--- src/rtl/gpu_pkg.sv ---
`default_nettype none
// ============================================================================
//  Module   : gpu_pkg
//  Purpose  : Shared definitions for the 2D blit engine: register indices,
//             CTRL/STATUS bit positions, FSM state encoding and a byte-enable
//             merge helper used by the register file.
//  Revision : 1.0  initial release
// ============================================================================
package gpu_pkg;

    // Register word indices
    localparam logic [7:0] c_REG_X      = 8'd0;
    localparam logic [7:0] c_REG_Y      = 8'd1;
    localparam logic [7:0] c_REG_W      = 8'd2;
    localparam logic [7:0] c_REG_H      = 8'd3;
    localparam logic [7:0] c_REG_COLOR  = 8'd4;
    localparam logic [7:0] c_REG_CTRL   = 8'd5;
    localparam logic [7:0] c_REG_STATUS = 8'd6;
    localparam logic [7:0] c_REG_KEY    = 8'd7;
    localparam logic [7:0] c_REG_COUNT  = 8'd8;
    localparam logic [7:0] c_REG_BUF    = 8'd16;

    // CTRL bits
    localparam int c_CTRL_START = 0;
    localparam int c_CTRL_MODE  = 1;
    localparam int c_CTRL_FRAME = 2;
    localparam int c_CTRL_ABORT = 3;

    // STATUS bits
    localparam int c_ST_BUSY    = 0;
    localparam int c_ST_DONE    = 1;
    localparam int c_ST_ABORTED = 2;
    localparam int c_ST_CLIPPED = 3;
    localparam int c_ST_EMPTY   = 4;

    typedef enum logic [2:0] {
        S_IDLE  = 3'd0,
        S_SETUP = 3'd1,
        S_RUN   = 3'd2,
        S_ROW   = 3'd3,
        S_DONE  = 3'd4
    } state_t;

    // Replace the bytes of oldVal selected by be with the bytes of newVal.
    function automatic logic [31:0] beMerge(input logic [31:0] oldVal,
                                            input logic [31:0] newVal,
                                            input logic [3:0]  be);
        logic [31:0] res;
        for (int b = 0; b < 4; b++) begin
            res[8*b +: 8] = be[b] ? newVal[8*b +: 8] : oldVal[8*b +: 8];
        end
        return res;
    endfunction

endpackage : gpu_pkg
`default_nettype wire

--- src/rtl/gpu_blit_regfile.sv ---
`default_nettype none
// ============================================================================
//  Module   : gpu_blit_regfile
//  Purpose  : CPU-visible register file of the blit engine. Byte-enabled
//             writes, write masking while the engine is busy (only CTRL.ABORT
//             gets through), self-clearing START/ABORT strobes, and the
//             registered read mux (one cycle latency).
//  Ports    : clk, rstn            clock, async active-low reset
//             i_wrIdx/i_wrBe/i_wrData  write word index, byte enables, data
//             i_rdIdx/o_rdData     read word index, registered read data
//             i_busy/i_status/i_count  engine state fed back for masking/reads
//             o_x..o_frame, o_patBuf  configuration towards the engine
//             o_key                colour key (only with GPU_COLOR_KEY_EN)
//             o_start/o_abort      one-cycle command strobes
//  Macro    : GPU_COLOR_KEY_EN enables the KEY register.
//  Revision : 1.0  initial release
// ============================================================================
module gpu_blit_regfile #(
    parameter int BUF_DEPTH = 16
) (
    input  logic                        clk,
    input  logic                        rstn,
    input  logic [7:0]                  i_wrIdx,
    input  logic [3:0]                  i_wrBe,
    input  logic [31:0]                 i_wrData,
    input  logic [7:0]                  i_rdIdx,
    output logic [31:0]                 o_rdData,
    input  logic                        i_busy,
    input  logic [4:0]                  i_status,
    input  logic [31:0]                 i_count,
    output logic [15:0]                 o_x,
    output logic [15:0]                 o_y,
    output logic [15:0]                 o_w,
    output logic [15:0]                 o_h,
    output logic [23:0]                 o_color,
    output logic                        o_mode,
    output logic                        o_frame,
`ifdef GPU_COLOR_KEY_EN
    output logic [23:0]                 o_key,
`endif
    output logic [BUF_DEPTH-1:0][23:0]  o_patBuf,
    output logic                        o_start,
    output logic                        o_abort
);
    import gpu_pkg::*;

    localparam int c_IDX_W = $clog2(BUF_DEPTH);

    logic [15:0] r_x, r_y, r_w, r_h;
    logic [23:0] r_color;
    logic        r_mode, r_frame;
    logic [23:0] r_patBuf [BUF_DEPTH];
    logic [31:0] r_rdData;
    logic [31:0] w_rdMux;
    logic        w_wrEn, w_cfgWr, w_ctrlWr, w_wrBufHit, w_rdBufHit;
    logic [7:0]  w_wrOff, w_rdOff;
`ifdef GPU_COLOR_KEY_EN
    logic [23:0] r_key;
`endif

    assign w_wrEn     = |i_wrBe;
    assign w_cfgWr    = w_wrEn && !i_busy;
    assign w_ctrlWr   = w_wrEn && (i_wrIdx == c_REG_CTRL) && i_wrBe[0];
    assign w_wrOff    = i_wrIdx - c_REG_BUF;
    assign w_rdOff    = i_rdIdx - c_REG_BUF;
    assign w_wrBufHit = (i_wrIdx >= c_REG_BUF) && (int'(w_wrOff) < BUF_DEPTH);
    assign w_rdBufHit = (i_rdIdx >= c_REG_BUF) && (int'(w_rdOff) < BUF_DEPTH);

    // START is only honoured when idle; ABORT always passes the busy mask.
    assign o_start = w_ctrlWr && i_wrData[c_CTRL_START] && !i_busy;
    assign o_abort = w_ctrlWr && i_wrData[c_CTRL_ABORT];

    always_ff @(posedge clk or negedge rstn) begin
        if (!rstn) begin
            r_x     <= '0;
            r_y     <= '0;
            r_w     <= '0;
            r_h     <= '0;
            r_color <= '0;
            r_mode  <= 1'b0;
            r_frame <= 1'b0;
`ifdef GPU_COLOR_KEY_EN
            r_key   <= '0;
`endif
            for (int k = 0; k < BUF_DEPTH; k++) r_patBuf[k] <= '0;
        end else if (w_cfgWr) begin
            case (i_wrIdx)
                c_REG_X:     r_x     <= 16'(beMerge({16'h0, r_x}, i_wrData, i_wrBe));
                c_REG_Y:     r_y     <= 16'(beMerge({16'h0, r_y}, i_wrData, i_wrBe));
                c_REG_W:     r_w     <= 16'(beMerge({16'h0, r_w}, i_wrData, i_wrBe));
                c_REG_H:     r_h     <= 16'(beMerge({16'h0, r_h}, i_wrData, i_wrBe));
                c_REG_COLOR: r_color <= 24'(beMerge({8'h0, r_color}, i_wrData, i_wrBe));
                c_REG_CTRL: begin
                    if (i_wrBe[0]) begin
                        r_mode  <= i_wrData[c_CTRL_MODE];
                        r_frame <= i_wrData[c_CTRL_FRAME];
                    end
                end
`ifdef GPU_COLOR_KEY_EN
                c_REG_KEY:   r_key   <= 24'(beMerge({8'h0, r_key}, i_wrData, i_wrBe));
`endif
                default: begin
                    if (w_wrBufHit) begin
                        r_patBuf[w_wrOff[c_IDX_W-1:0]] <=
                            24'(beMerge({8'h0, r_patBuf[w_wrOff[c_IDX_W-1:0]]}, i_wrData, i_wrBe));
                    end
                end
            endcase
        end
    end

    always_comb begin
        w_rdMux = '0;
        case (i_rdIdx)
            c_REG_X:      w_rdMux = {16'h0, r_x};
            c_REG_Y:      w_rdMux = {16'h0, r_y};
            c_REG_W:      w_rdMux = {16'h0, r_w};
            c_REG_H:      w_rdMux = {16'h0, r_h};
            c_REG_COLOR:  w_rdMux = {8'h0, r_color};
            // START/ABORT are strobes and never read back as set
            c_REG_CTRL:   w_rdMux = {28'h0, 1'b0, r_frame, r_mode, 1'b0};
            c_REG_STATUS: w_rdMux = {27'h0, i_status};
`ifdef GPU_COLOR_KEY_EN
            c_REG_KEY:    w_rdMux = {8'h0, r_key};
`endif
            c_REG_COUNT:  w_rdMux = i_count;
            default:      if (w_rdBufHit) w_rdMux = {8'h0, r_patBuf[w_rdOff[c_IDX_W-1:0]]};
        endcase
    end

    always_ff @(posedge clk or negedge rstn) begin
        if (!rstn) r_rdData <= '0;
        else       r_rdData <= w_rdMux;
    end

    assign o_rdData = r_rdData;
    assign o_x      = r_x;
    assign o_y      = r_y;
    assign o_w      = r_w;
    assign o_h      = r_h;
    assign o_color  = r_color;
    assign o_mode   = r_mode;
    assign o_frame  = r_frame;
`ifdef GPU_COLOR_KEY_EN
    assign o_key    = r_key;
`endif

    for (genvar k = 0; k < BUF_DEPTH; k++) begin : g_patOut
        assign o_patBuf[k] = r_patBuf[k];
    end

endmodule : gpu_blit_regfile
`default_nettype wire

--- src/rtl/gpu_blit_engine.sv ---
`default_nettype none
// ============================================================================
//  Module   : gpu_blit_engine
//  Purpose  : 2D fill/blit engine. The CPU programs a rectangle; the engine
//             clips it to the display, then streams one addressed pixel beat
//             per cycle (valid/ready) into the SDRAM write FIFO, row by row.
//  Ports    : clk, rstn                       clock, async active-low reset
//             addrIn/sizeDecode/dataIn        register write (byte enables)
//             addrOut/dataOut                 register read, 1-cycle latency
//             wr_valid/wr_ready/wr_addr/wr_data/wr_last  pixel beat stream
//             irq                             pulse on entry to DONE
//  Macro    : GPU_COLOR_KEY_EN - pattern pixels equal to KEY are skipped.
//  Revision : 1.0  initial release
// ============================================================================
module gpu_blit_engine #(
    parameter int                H_DISP    = 1024,
    parameter int                V_DISP    = 600,
    parameter int                ADDR_W    = 21,
    parameter int                BUF_DEPTH = 16,
    parameter logic [ADDR_W-1:0] FB_BASE0  = 21'h0,
    parameter logic [ADDR_W-1:0] FB_BASE1  = 21'h100000
) (
    input  logic              clk,
    input  logic              rstn,
    input  logic [7:0]        addrIn,
    input  logic [3:0]        sizeDecode,
    input  logic [31:0]       dataIn,
    input  logic [7:0]        addrOut,
    output logic [31:0]       dataOut,
    output logic              wr_valid,
    input  logic              wr_ready,
    output logic [ADDR_W-1:0] wr_addr,
    output logic [31:0]       wr_data,
    output logic              wr_last,
    output logic              irq
);
    import gpu_pkg::*;

    localparam int          c_IDX_W = $clog2(BUF_DEPTH);
    localparam logic [15:0] c_HDISP = 16'(H_DISP);
    localparam logic [15:0] c_VDISP = 16'(V_DISP);

    logic [15:0]               w_x, w_y, w_w, w_h;
    logic [23:0]               w_color;
    logic                      w_mode, w_frame, w_startReq, w_abortReq;
    logic [BUF_DEPTH-1:0][23:0] w_patBuf;
    logic [4:0]                w_status;
    logic                      w_busy;

    state_t            r_state, w_nextState;
    logic [15:0]       r_col, r_row, r_we, r_he, r_lastCol;
    logic [ADDR_W-1:0] r_rowBase;
    logic              r_done, r_aborted, r_clipped, r_empty, r_irq;
    logic [31:0]       r_count;

    logic [15:0]       w_wRoom, w_hRoom, w_we, w_he, w_lastCol;
    logic              w_empty, w_clip, w_anyVis;
    logic [ADDR_W-1:0] w_base;
    logic [23:0]       w_pix;
    logic              w_skip, w_fire, w_beatAcc;
`ifdef GPU_COLOR_KEY_EN
    logic [23:0]       w_key;
    logic [15:0]       w_cand;
`endif

    gpu_blit_regfile #(.BUF_DEPTH(BUF_DEPTH)) u_regfile (
        .clk      (clk),
        .rstn     (rstn),
        .i_wrIdx  (addrIn),
        .i_wrBe   (sizeDecode),
        .i_wrData (dataIn),
        .i_rdIdx  (addrOut),
        .o_rdData (dataOut),
        .i_busy   (w_busy),
        .i_status (w_status),
        .i_count  (r_count),
        .o_x      (w_x),
        .o_y      (w_y),
        .o_w      (w_w),
        .o_h      (w_h),
        .o_color  (w_color),
        .o_mode   (w_mode),
        .o_frame  (w_frame),
`ifdef GPU_COLOR_KEY_EN
        .o_key    (w_key),
`endif
        .o_patBuf (w_patBuf),
        .o_start  (w_startReq),
        .o_abort  (w_abortReq)
    );

    assign w_busy = (r_state == S_SETUP) || (r_state == S_RUN) || (r_state == S_ROW);

    always_comb begin
        w_status               = '0;
        w_status[c_ST_BUSY]    = w_busy;
        w_status[c_ST_DONE]    = r_done;
        w_status[c_ST_ABORTED] = r_aborted;
        w_status[c_ST_CLIPPED] = r_clipped;
        w_status[c_ST_EMPTY]   = r_empty;
    end

    // Rectangle geometry, evaluated during SETUP (config regs are frozen while busy)
    assign w_empty = (w_x >= c_HDISP) || (w_y >= c_VDISP) || (w_w == 16'd0) || (w_h == 16'd0);
    assign w_wRoom = c_HDISP - w_x;
    assign w_hRoom = c_VDISP - w_y;
    assign w_we    = (w_w > w_wRoom) ? w_wRoom : w_w;
    assign w_he    = (w_h > w_hRoom) ? w_hRoom : w_h;
    assign w_clip  = !w_empty && ((w_w > w_wRoom) || (w_h > w_hRoom));
    assign w_base  = (w_frame ? FB_BASE1 : FB_BASE0)
                   + ADDR_W'(w_y) * ADDR_W'(H_DISP) + ADDR_W'(w_x);

    // Column of the final emitted beat in a row. Every row repeats the same
    // pattern, so with keying the last visible column is found by scanning
    // back at most BUF_DEPTH columns from the right edge.
    always_comb begin
        w_lastCol = w_we - 16'd1;
        w_anyVis  = 1'b1;
`ifdef GPU_COLOR_KEY_EN
        w_cand    = '0;
        if (w_mode) begin
            w_anyVis = 1'b0;
            for (int d = BUF_DEPTH - 1; d >= 0; d--) begin
                w_cand = w_we - 16'd1 - 16'(d);
                if ((16'(d) < w_we) && (w_patBuf[w_cand[c_IDX_W-1:0]] != w_key)) begin
                    w_lastCol = w_cand;
                    w_anyVis  = 1'b1;
                end
            end
        end
`endif
    end

    assign w_pix = w_mode ? w_patBuf[r_col[c_IDX_W-1:0]] : w_color;
`ifdef GPU_COLOR_KEY_EN
    assign w_skip = (r_state == S_RUN) && w_mode && (w_pix == w_key);
`else
    assign w_skip = 1'b0;
`endif
    assign wr_valid  = (r_state == S_RUN) && !w_skip;
    assign w_beatAcc = wr_valid && wr_ready;
    assign w_fire    = w_beatAcc || w_skip;
    assign wr_addr   = r_rowBase + ADDR_W'(r_col);
    assign wr_data   = {w_pix, 8'h00};
    assign wr_last   = wr_valid && (r_row == r_he - 16'd1) && (r_col == r_lastCol);
    assign irq       = r_irq;

    always_ff @(posedge clk or negedge rstn) begin
        if (!rstn) r_state <= S_IDLE;
        else       r_state <= w_nextState;
    end

    always_comb begin
        w_nextState = r_state;
        case (r_state)
            S_IDLE:  if (w_startReq) w_nextState = S_SETUP;
            S_SETUP: w_nextState = (w_empty || !w_anyVis) ? S_DONE : S_RUN;
            S_RUN: begin
                if (w_abortReq)                          w_nextState = S_DONE;
                else if (w_fire && (r_col == r_we - 16'd1)) w_nextState = S_ROW;
            end
            S_ROW: begin
                if (w_abortReq || (r_row + 16'd1 == r_he)) w_nextState = S_DONE;
                else                                       w_nextState = S_RUN;
            end
            S_DONE:  w_nextState = w_startReq ? S_SETUP : S_IDLE;
            default: w_nextState = S_IDLE;
        endcase
    end

    always_ff @(posedge clk or negedge rstn) begin
        if (!rstn) begin
            r_col     <= '0;
            r_row     <= '0;
            r_we      <= '0;
            r_he      <= '0;
            r_lastCol <= '0;
            r_rowBase <= '0;
            r_done    <= 1'b0;
            r_aborted <= 1'b0;
            r_clipped <= 1'b0;
            r_empty   <= 1'b0;
            r_irq     <= 1'b0;
            r_count   <= '0;
        end else begin
            r_irq <= (w_nextState == S_DONE) && (r_state != S_DONE);
            if ((w_nextState == S_DONE) && (r_state != S_DONE)) r_done <= 1'b1;
            // a beat accepted in the same cycle as ABORT still counts
            if (w_beatAcc) r_count <= r_count + 32'd1;
            case (r_state)
                S_IDLE, S_DONE: begin
                    if (w_startReq) begin
                        r_done    <= 1'b0;
                        r_aborted <= 1'b0;
                        r_clipped <= 1'b0;
                        r_empty   <= 1'b0;
                        r_count   <= '0;
                    end
                end
                S_SETUP: begin
                    r_we      <= w_we;
                    r_he      <= w_he;
                    r_lastCol <= w_lastCol;
                    r_rowBase <= w_base;
                    r_col     <= '0;
                    r_row     <= '0;
                    r_clipped <= w_clip;
                    r_empty   <= w_empty;
                end
                S_RUN: begin
                    if (w_abortReq)  r_aborted <= 1'b1;
                    else if (w_fire) r_col     <= r_col + 16'd1;
                end
                S_ROW: begin
                    if (w_abortReq) begin
                        r_aborted <= 1'b1;
                    end else begin
                        r_rowBase <= r_rowBase + ADDR_W'(H_DISP);
                        r_col     <= '0;
                        r_row     <= r_row + 16'd1;
                    end
                end
                default: ;
            endcase
        end
    end

endmodule : gpu_blit_engine
`default_nettype wire
--- config.mk ---
export PLATFORM = sky130hd
export DESIGN_NAME = gpu_blit_engine
export DESIGN_NICKNAME = d
export VERILOG_FILES = /design/src/rtl/gpu_pkg.sv /design/src/rtl/gpu_blit_regfile.sv /design/src/rtl/gpu_blit_engine.sv
export SDC_FILE = /design/constraint.sdc
export NUM_CORES = 2
export LEC_CHECK = 0
export CORE_UTILIZATION = 40
export CTS_BUF_LIST = sky130_fd_sc_hd__clkbuf_8
export DETAILED_ROUTE_END_ITERATION = 7
export PLACE_DENSITY = 0.66
export SLEW_MARGIN = 0
export SYNTH_ARGS = -nofsm -noshare
export SYNTH_HDL_FRONTEND = slang
export SYNTH_SLANG_ARGS = --single-unit
--- constraint.sdc ---
create_clock -name clk -period 7.3 [get_ports clk]
set_input_delay 1.46 -clock clk [delete_from_list [all_inputs] [get_ports clk]]
set_output_delay 1.46 -clock clk [all_outputs]
set_load 0.01 [all_outputs]
# Word level (Yosys, flattened, before mapping)
# Cells that the tools add are included.
[totals] reg_bits=647 input_bits=55 out_inout_bits=88 elab_cells=199
[op_classes] addsub=14 magnitude_cmp=12 n_eq_ne=27 muxes=46 bitwise=3 reduce_logical=54
[op_table] cell="$bwmux 384" count=1
[op_table] cell="$bmux 24 s4" count=3
[op_table] cell="$pmux 32 s8" count=1
[op_table] cell="$mux 24" count=8
[op_table] cell="$demux 24 s4" count=1
[op_table] cell="$mux 16" count=6
[op_table] cell="$mux 32" count=3
[op_table] cell="$eq 16x16->1" count=4
[op_table] cell="$pmux 16 s3" count=1
[op_table] cell="$sub 16x1->16 const B" count=3
[op_table] cell="$add 21x16->21" count=2
[op_table] cell="$mux 21" count=2
[op_table] cell="$pmux 21 s2" count=1
[op_table] cell="$reduce_and 3->1" count=14
[op_table] cell="$eq 8x3->1 const B" count=5
[op_table] cell="$add 16x1->16 const B" count=2
[op_table] cell="$add 32x1->32 const B" count=1
[op_table] cell="$eq 8x2->1 const B" count=4
[op_table] cell="$gt 16x16->1" count=2
[op_table] cell="$logic_not 16->1" count=2
[op_table] cell="$pmux 16 s2" count=1
[op_table] cell="$mux 8" count=3
[op_table] cell="$add 21x11->21 const B" count=1
[op_table] cell="$add 21x21->21" count=1
[op_table] cell="36 further kinds" count=84

# Depth between registers and ports, before layout
[depth] depth_word=12 depth_mapped=23 depth_no_buf=20

# Cells and area by module
# From an unflattened synthesis, not the netlist that was laid out.
[unflattened] cells_unflattened=3766 area_unflattened_um2=39424.1
[by_module_without_submodules] mod="gpu_blit_regfile" n_inst=1 cells_each=2228 area_each_um2=25300.5 seq_area_each_um2=12662.1
[by_module_without_submodules] mod="gpu_blit_engine" n_inst=1 cells_each=1538 area_each_um2=14123.5 seq_area_each_um2=3528.4

# Worst setup path after synthesis
# OpenSTA, ideal clock, no wires.
[synth_path] kind="register to register" start="reg u_regfile.r_x[0] (netlist: u_regfile.o_x[0])" end="reg r_lastCol[12]" setup_time_ns=0.083 t_arrival_ns=4.475 t_required_ns=7.217 setup_slack_ns=2.742 path_stages_with_launch=23 n_path_buf=3 synth_period_minus_slack_ns=4.558 path_cell_list="dfrtp_1 buf_6 inv_1 ha_1 nor3b_2 nand3_1 a2111oi_2 xnor2_1 inv_1 ha_1 nand4_1 nor4_1 a21boi_0 o31ai_2 buf_6 clkbuf_1 a21oi_1 ha_1 and4b_1 mux2i_1 nor2_1 xor2_1 o21ai_0"
[synth_via] elab_chain_len=4
[synth_rtl] item="start, declared" line="gpu_blit_regfile.sv:49" rtl="logic [15:0] r_x, r_y, r_w, r_h;"
[synth_rtl] item="start signal, assigned" line="gpu_blit_regfile.sv:88" rtl="c_REG_X: r_x <= 16'(beMerge({16'h0, r_x}, i_wrData, i_wrBe));"
[synth_rtl] item="$sub 11x16->16 (*)" line="gpu_blit_engine.sv:105" rtl="assign w_wRoom = c_HDISP - w_x;"
[synth_rtl] item="$gt 16x16->1" line="gpu_blit_engine.sv:107" rtl="assign w_we = (w_w > w_wRoom) ? w_wRoom : w_w;"
[synth_rtl] item="$mux 16 (*)" line="gpu_blit_engine.sv:107"
[synth_rtl] item="$sub 16x1->16 (*)" line="gpu_blit_engine.sv:117" rtl="w_lastCol = w_we - 16'd1;"
[synth_rtl] item="end signal, assigned" line="gpu_blit_engine.sv:203" rtl="r_lastCol <= w_lastCol;"
[synth_rtl] item="end, declared" line="gpu_blit_engine.sv:51" rtl="logic [15:0] r_col, r_row, r_we, r_he, r_lastCol;"
# Mark *: on every way between the ends. The rest lies on a longest branch, timed or not.
# A chain may end at the register's enable or synchronous reset.

# Worst setup path in the final report
[layout_path] start="reg r_col[1]" end="out wr_data[12]"
[layout_via] elab_chain_len=3
[layout_rtl] item="start, declared" line="gpu_blit_engine.sv:51"
[layout_rtl] item="start signal, assigned" line="gpu_blit_engine.sv:212" rtl="else if (w_fire) r_col <= r_col + 16'd1;"
[layout_rtl] item="$bmux 24 s4" line="gpu_blit_engine.sv:134" rtl="assign w_pix = w_mode ? w_patBuf[r_col[c_IDX_W-1:0]] : w_color;"
[layout_rtl] item="$mux 24 (implied by the code)" line="gpu_blit_engine.sv:134"
[layout_rtl] item="$mux 24" line="gpu_blit_engine.sv:134"
[layout_rtl] item="end, declared" line="gpu_blit_engine.sv:33" rtl="output logic [31:0] wr_data,"
# No other way between the ends. The select of a mux whose other input is x is not followed.

==> metrics.txt <==
status finished with violations; violated checks design-rule violations; pins over their slew limit 0; GR Util met1 0.314; peak supply drop 0.000124 V; max_slew headroom 0.0748; vias per cell 5.95; CTS buffer count 109; Synth top cells by count dfrtp_1, nor2_1, mux4_2, a21oi_1, nand2_1; nets 3705; Hold Fails Final Rpt 0; register-to-register setup slack 2.04 ns; PortBufs 126; Leak 19.0 nW; Syn Area/Cell 11.0 µm²; largest family of logic cells by synthesized area multiplexers; Synth Area in Compound Gates 0.107; postcts setup bufs 0; largest net degree at the start of global routing 162; crit path DAT 4.55 ns; Total GRT Usage 0.237; initial antenna violation count 6; HPWL after DPL 77900 µm; P&R area growth vs syn 11.8%; post-CTS resize count 0; hold_ws 0.485 ns; most area-consuming cells after synthesis dfrtp_1, mux4_2, a21oi_1, nor2_1, mux2_2; Yosys top cell area share 0.412; Crit Path Class flop to output port; clock net sink count 647; critical path buffer and inverter count 3; Largest stage delay, worst path 0.79 ns; crit-path leading delay family buffers and inverters; Post-Syn Area 0.0393 mm²; CTS tree yes; EDFF count, synth 0; most frequent cell after synthesis dfrtp_1; Clock Path Buffers 3; setup_tns 0 ns; critical path's slowest cell buf_4; mux cell area share after synthesis 0.258; Yosys top cell by area dfrtp_1; Max Freq 0.166 GHz; crit share post-route 0.824; Die ar. 0.0994 mm²; Worst-Skew Late Latency 0.76 ns; Worst setup SP type flop; first-pass GRT wire length 179000 µm; RSZ-0062 raised after global routing no; Top Usage Layer GRT met2; Synth async-reset ratio 1.00; Initial Util 0.405; vias in the first global route 28800; Final setup viols 0; Hold Crit Class flop to flop; clk root buf clkbuf_8; crit path capture type output port; Top FF cell, synth dfrtp_1; grt met2 use 0.371; Worst Path Max Fanout 52; Remaining DRCs 16; drt total wl 118000 µm; required time of the critical path 5.84 ns; post-synthesis adder-cell area fraction 0.0211; cell area power density 213 mW/mm²; Antenna Nets Post-Route 0; share of cells above drive strength 1 0.220; fraction of the yosys area taken by sequential cells 0.412; Synth Area in Simple Gates 0.122; global routing usage on met3 0.0575; yosys warns 0; H-tree depth 3; area of the core 0.0970 mm²; Post-CTS Hold Fix Bufs 0; maximum capacitance violations 0; Iter 0 DRT Violations 3330; Synth Instances 3567; Worst Max-Slew Pin Slew 1.35 ns; final worst path period need 6.01 ns; synthesized flop and latch total 647; I/O Pins 143; Rows 114; total number of vias 29500; Reg clk slew, reported paths 0.06 ns; Clock Skew 0.0492 ns; Final GP Congestion 0.930; die width 315 µm; filler cell count in the final layout 8854; DRT Pass-1 Iters 8; total grt overflow 0; drt wl/cell 23.8 µm; Yosys cell types 97; Synth Area in XOR/XNOR 0.0375; height of the die 315 µm; crit-path cells buf_4 > buf_4 > mux4_2 > mux4_2 > mux2_2 > clkdlybuf4s50_1
metrics by stage:
stage	cells	cell area (µm²)	power [mW]	utilization	setup WS (ns)
2_1_floorplan	3574	39300	5.36	-	2.74
3_3_place_gp	4749	41500	5.82	0.428	2.03
3_5_place_dp	4749	41500	5.88	0.428	2.05
4_1_cts	4954	43900	9.40	0.453	1.27
5_1_grt	4955	43900	9.77	0.453	1.22
6_report	4956	43900	9.37	0.453	1.29
tightest hold or removal path: cells and delay by family, from the launching register on:
family        cells  cell delay [ns]
simple gates      2             0.11
flops             1             0.34
layout make-up:
| type | instances | area (µm²) | area share |
|---|---|---|---|
| Inverter | 74 | 278 | 0.00633 |
| Clock inverter | 61 | 440 | 0.0100 |
| Antenna cell | 1 | 2.50 | 0.0000570 |
| Multi-Input combinational cell | 2556 | 21600 | 0.492 |
| Tap cell | 1276 | 1600 | 0.0364 |
| Sequential cell | 647 | 16200 | 0.369 |
| Timing Repair Buffer | 197 | 1830 | 0.0416 |
| Clock buffer | 144 | 1980 | 0.0451 |
report_power, final:
part / total (mW) / internal [mW] / switching [mW]
Clock: 3.53 / 1.95 / 1.58
Combinational: 1.67 / 0.830 / 0.845
Sequential: 4.16 / 3.87 / 0.295
per-layer routing:
| metal | vias up | share of wire | wire length (µm) |
|---|---|---|---|
| li1 | 13200 | - | - |
| met1 | 14700 | 0.40 | 47000 |
| met2 | 1302 | 0.46 | 54400 |
| met3 | 314 | 0.092 | 10800 |
| met4 | 6 | 0.048 | 5620 |
| met5 | - | 0.00040 | 47 |
worst paths after layout:
| path | start | end | cells past startpoint |
|---|---|---|---|
| max | r_col[1] | wr_data[12] | 6 |
| min | r_rowBase[4] | r_rowBase[4] | 2 |
| max reg2reg | u_regfile.o_x[0] | r_lastCol[14] | 19 |
| min reg2reg | r_rowBase[4] | r_rowBase[4] | 2 |
| max in group asynchronous | rstn | r_row[15] | 2 |
| min in group asynchronous | rstn | u_regfile.o_patBuf[258] | 1 |
flip-flops by register name, indices dropped and copies added (netlist names), 21 cells and up:
signal              flops
u_regfile.o_patBuf    384
u_regfile.o_color      24
r_count                32
r_rowBase              21
u_regfile.o_rdData     32
cell families (layout without fill, tap and decap cells):
kind of cell / after synthesis / after routing
flip-flops: 647 / 647
multiplexers: 535 / 535
AND/OR/NAND/NOR: 1046 / 1046
buffers and inverters: 371 / 476
XOR/XNOR: 168 / 168
adder cells (fa/ha/maj): 65 / 65
other: 1 / 9
AO/OA/AOI/OAI: 734 / 734
cells in the final DEF (no fill, tap or decap), types with 18 or more instances in the layout:
cell type	instances
a21oi_1	363
and2_1	19
and3_1	38
buf_4	69
clkbuf_8	144
clkdlybuf4s50_1	117
clkinv_2	18
dfrtp_1	643
ha_1	63
inv_1	104
mux2_2	121
mux2i_1	40
mux4_2	366
nand2_1	288
nand3_1	62
nand4_1	26
nor2_1	418
nor3_1	45
nor4_1	21
o21ai_0	215
xnor2_1	96
xor2_1	72
Note: power is estimated with default switching activity, not from simulation.
==> RTL edit, RTL diff (same settings) <==
Reset style: synchronous (`rstn`), changed in 4 clocked blocks. Comments in the files are not updated.
--- a/src/rtl/gpu_blit_regfile.sv
+++ b/src/rtl/gpu_blit_regfile.sv
@@ -70,7 +70,7 @@
     assign o_start = w_ctrlWr && i_wrData[c_CTRL_START] && !i_busy;
     assign o_abort = w_ctrlWr && i_wrData[c_CTRL_ABORT];
 
-    always_ff @(posedge clk or negedge rstn) begin
+    always_ff @(posedge clk) begin
         if (!rstn) begin
             r_x     <= '0;
             r_y     <= '0;
@@ -128,7 +128,7 @@
         endcase
     end
 
-    always_ff @(posedge clk or negedge rstn) begin
+    always_ff @(posedge clk) begin
         if (!rstn) r_rdData <= '0;
         else       r_rdData <= w_rdMux;
     end
--- a/src/rtl/gpu_blit_engine.sv
+++ b/src/rtl/gpu_blit_engine.sv
@@ -145,7 +145,7 @@
     assign wr_last   = wr_valid && (r_row == r_he - 16'd1) && (r_col == r_lastCol);
     assign irq       = r_irq;
 
-    always_ff @(posedge clk or negedge rstn) begin
+    always_ff @(posedge clk) begin
         if (!rstn) r_state <= S_IDLE;
         else       r_state <= w_nextState;
     end
@@ -168,7 +168,7 @@
         endcase
     end
 
-    always_ff @(posedge clk or negedge rstn) begin
+    always_ff @(posedge clk) begin
         if (!rstn) begin
             r_col     <= '0;
             r_row     <= '0;
Behaviour: not the same (Yosys sat finds a counterexample within 4 cycles, from zero or initial values and one cycle with rstn low; the reset may be asserted at any time).
==> RTL edit against the original RTL <==
Die area shrank 7.9%. Global-route usage is 0.88 points lower. Sequential cell count unchanged. Cell area fell by 7.7%. Synthesized area decreased by 7.9%. Worst setup slack gained 0.020 ns. Wire length fell by 11%. Critical path type unchanged.
Power is not compared: it rests on default switching activity, and its combinational part moved more than twofold at a synthesized area within 25%.
==> RTL edit: results (changes against the original RTL) <==
CP max stage delay=0.77 ns (-0.02 ns); share of layout cells above drive strength 1=0.156 (-0.0638); drt initial violations=2718 (-18%); gpl congestion=0.941 (+1.3%); Max-slew headroom=0.151 (+0.0763); via/cell ratio=5.84 (-1.8%); Post-synth EDFFs=384 (+384); post-synthesis compound-gate area fraction=0.0706 (-0.0364); asr flop ratio synth=0 (-1.00); Critical-path top delay cell=dfxtp_4; Seq/Total Area, Yosys=0.464 (+0.0522); global-route wire length before repair=158 mm (-12%); filler instances=8115 (-8.3%); placed cell count=4300 (-9.5%); Routed WL per cell=23.2 µm (-2.4%); arrival time at the worst endpoint=4.53 ns (-0.02 ns); mux contribution to synthesized area=0.190 (-0.0679); Tot GR Track Use=0.228 (-0.00879); DR pass1 iterations=5 (-3); number of CTS-inserted buffers=111 (+1.8%); Post-CTS Repair Setup Buffers=0 (unchanged); DP Worst Slack=1.70 ns (-0.349 ns); Area contributors post-synth=edfxtp_1 32%, mux4_2 15%, dfxtp_1 15%; final wirelength=105 mm (-11%); vias in the first global route=25300 (-12%); initial antenna violation count=5 (-1); pin count of the biggest net entering global routing=75 (-54%); Synth Area in Adders=0.0229 (+0.00181); H-Tree Depth=3 (unchanged); Detailed Place HPWL=75.4 mm (-3.1%); cell family with most CP delay=compound AO/OA/AOI/OAI gates; Unique masters post-synth=79 (-19%); # port buffers=125 (-0.79%); clk_skew=0.0464 ns (-0.00284 ns); outcome=finished, final reports clean
## RTL edit: through the flow
step | hold WS [ns] | util | cell area (µm²)
6_report | 0.458 | 0.456 | 40500
2_1_floorplan | 0.438 | - | 36200
5_1_grt | 0.477 | 0.456 | 40500
3_3_place_gp | 0.446 | 0.432 | 38400
4_1_cts | 0.461 | 0.456 | 40500
3_5_place_dp | 0.454 | 0.432 | 38400
## RTL edit: worst paths after layout
kind	from	to	slack [ns]	cells after the start
setup / recovery	r_col[1]$_SDFFE_PN0P_	wr_addr[20]	1.31	11
hold / removal	r_rowBase[7]$_SDFFE_PN0P_	r_rowBase[7]$_SDFFE_PN0P_	0.46	2
hold reg to reg	r_rowBase[7]$_SDFFE_PN0P_	r_rowBase[7]$_SDFFE_PN0P_	0.46	2
setup reg to reg	u_regfile.o_x[0]$_SDFFE_PN0P_	r_lastCol[8]$_SDFFE_PN0P_	1.71	19
## RTL edit: layout make-up
class                           instances  area share
Sequential cell                       647       0.415
Clock inverter                         79      0.0109
Multi-Input combinational cell       2258       0.451
Antenna cell                            1   0.0000618
Tap cell                             1165      0.0360
Clock buffer                          124      0.0421
Inverter                               57     0.00540
Timing Repair Buffer                  173      0.0396
## RTL edit: power by group through the flow
stage	Sequential [mW]	Combinational (mW)	Clock (mW)
2_1_floorplan	4.03	0.275	0
3_3_place_gp	4.04	0.432	0
3_5_place_dp	4.05	0.436	0
4_1_cts	3.97	0.436	3.28
5_1_grt	3.98	0.460	3.45
6_report	3.97	0.440	3.23
## RTL edit: per-layer routing
metal / global-route usage / share of wire
met1: 0.314 / 0.42
met2: 0.358 / 0.46
met5: 0 / 0.00042
met4: 0.0820 / 0.033
met3: 0.0464 / 0.089
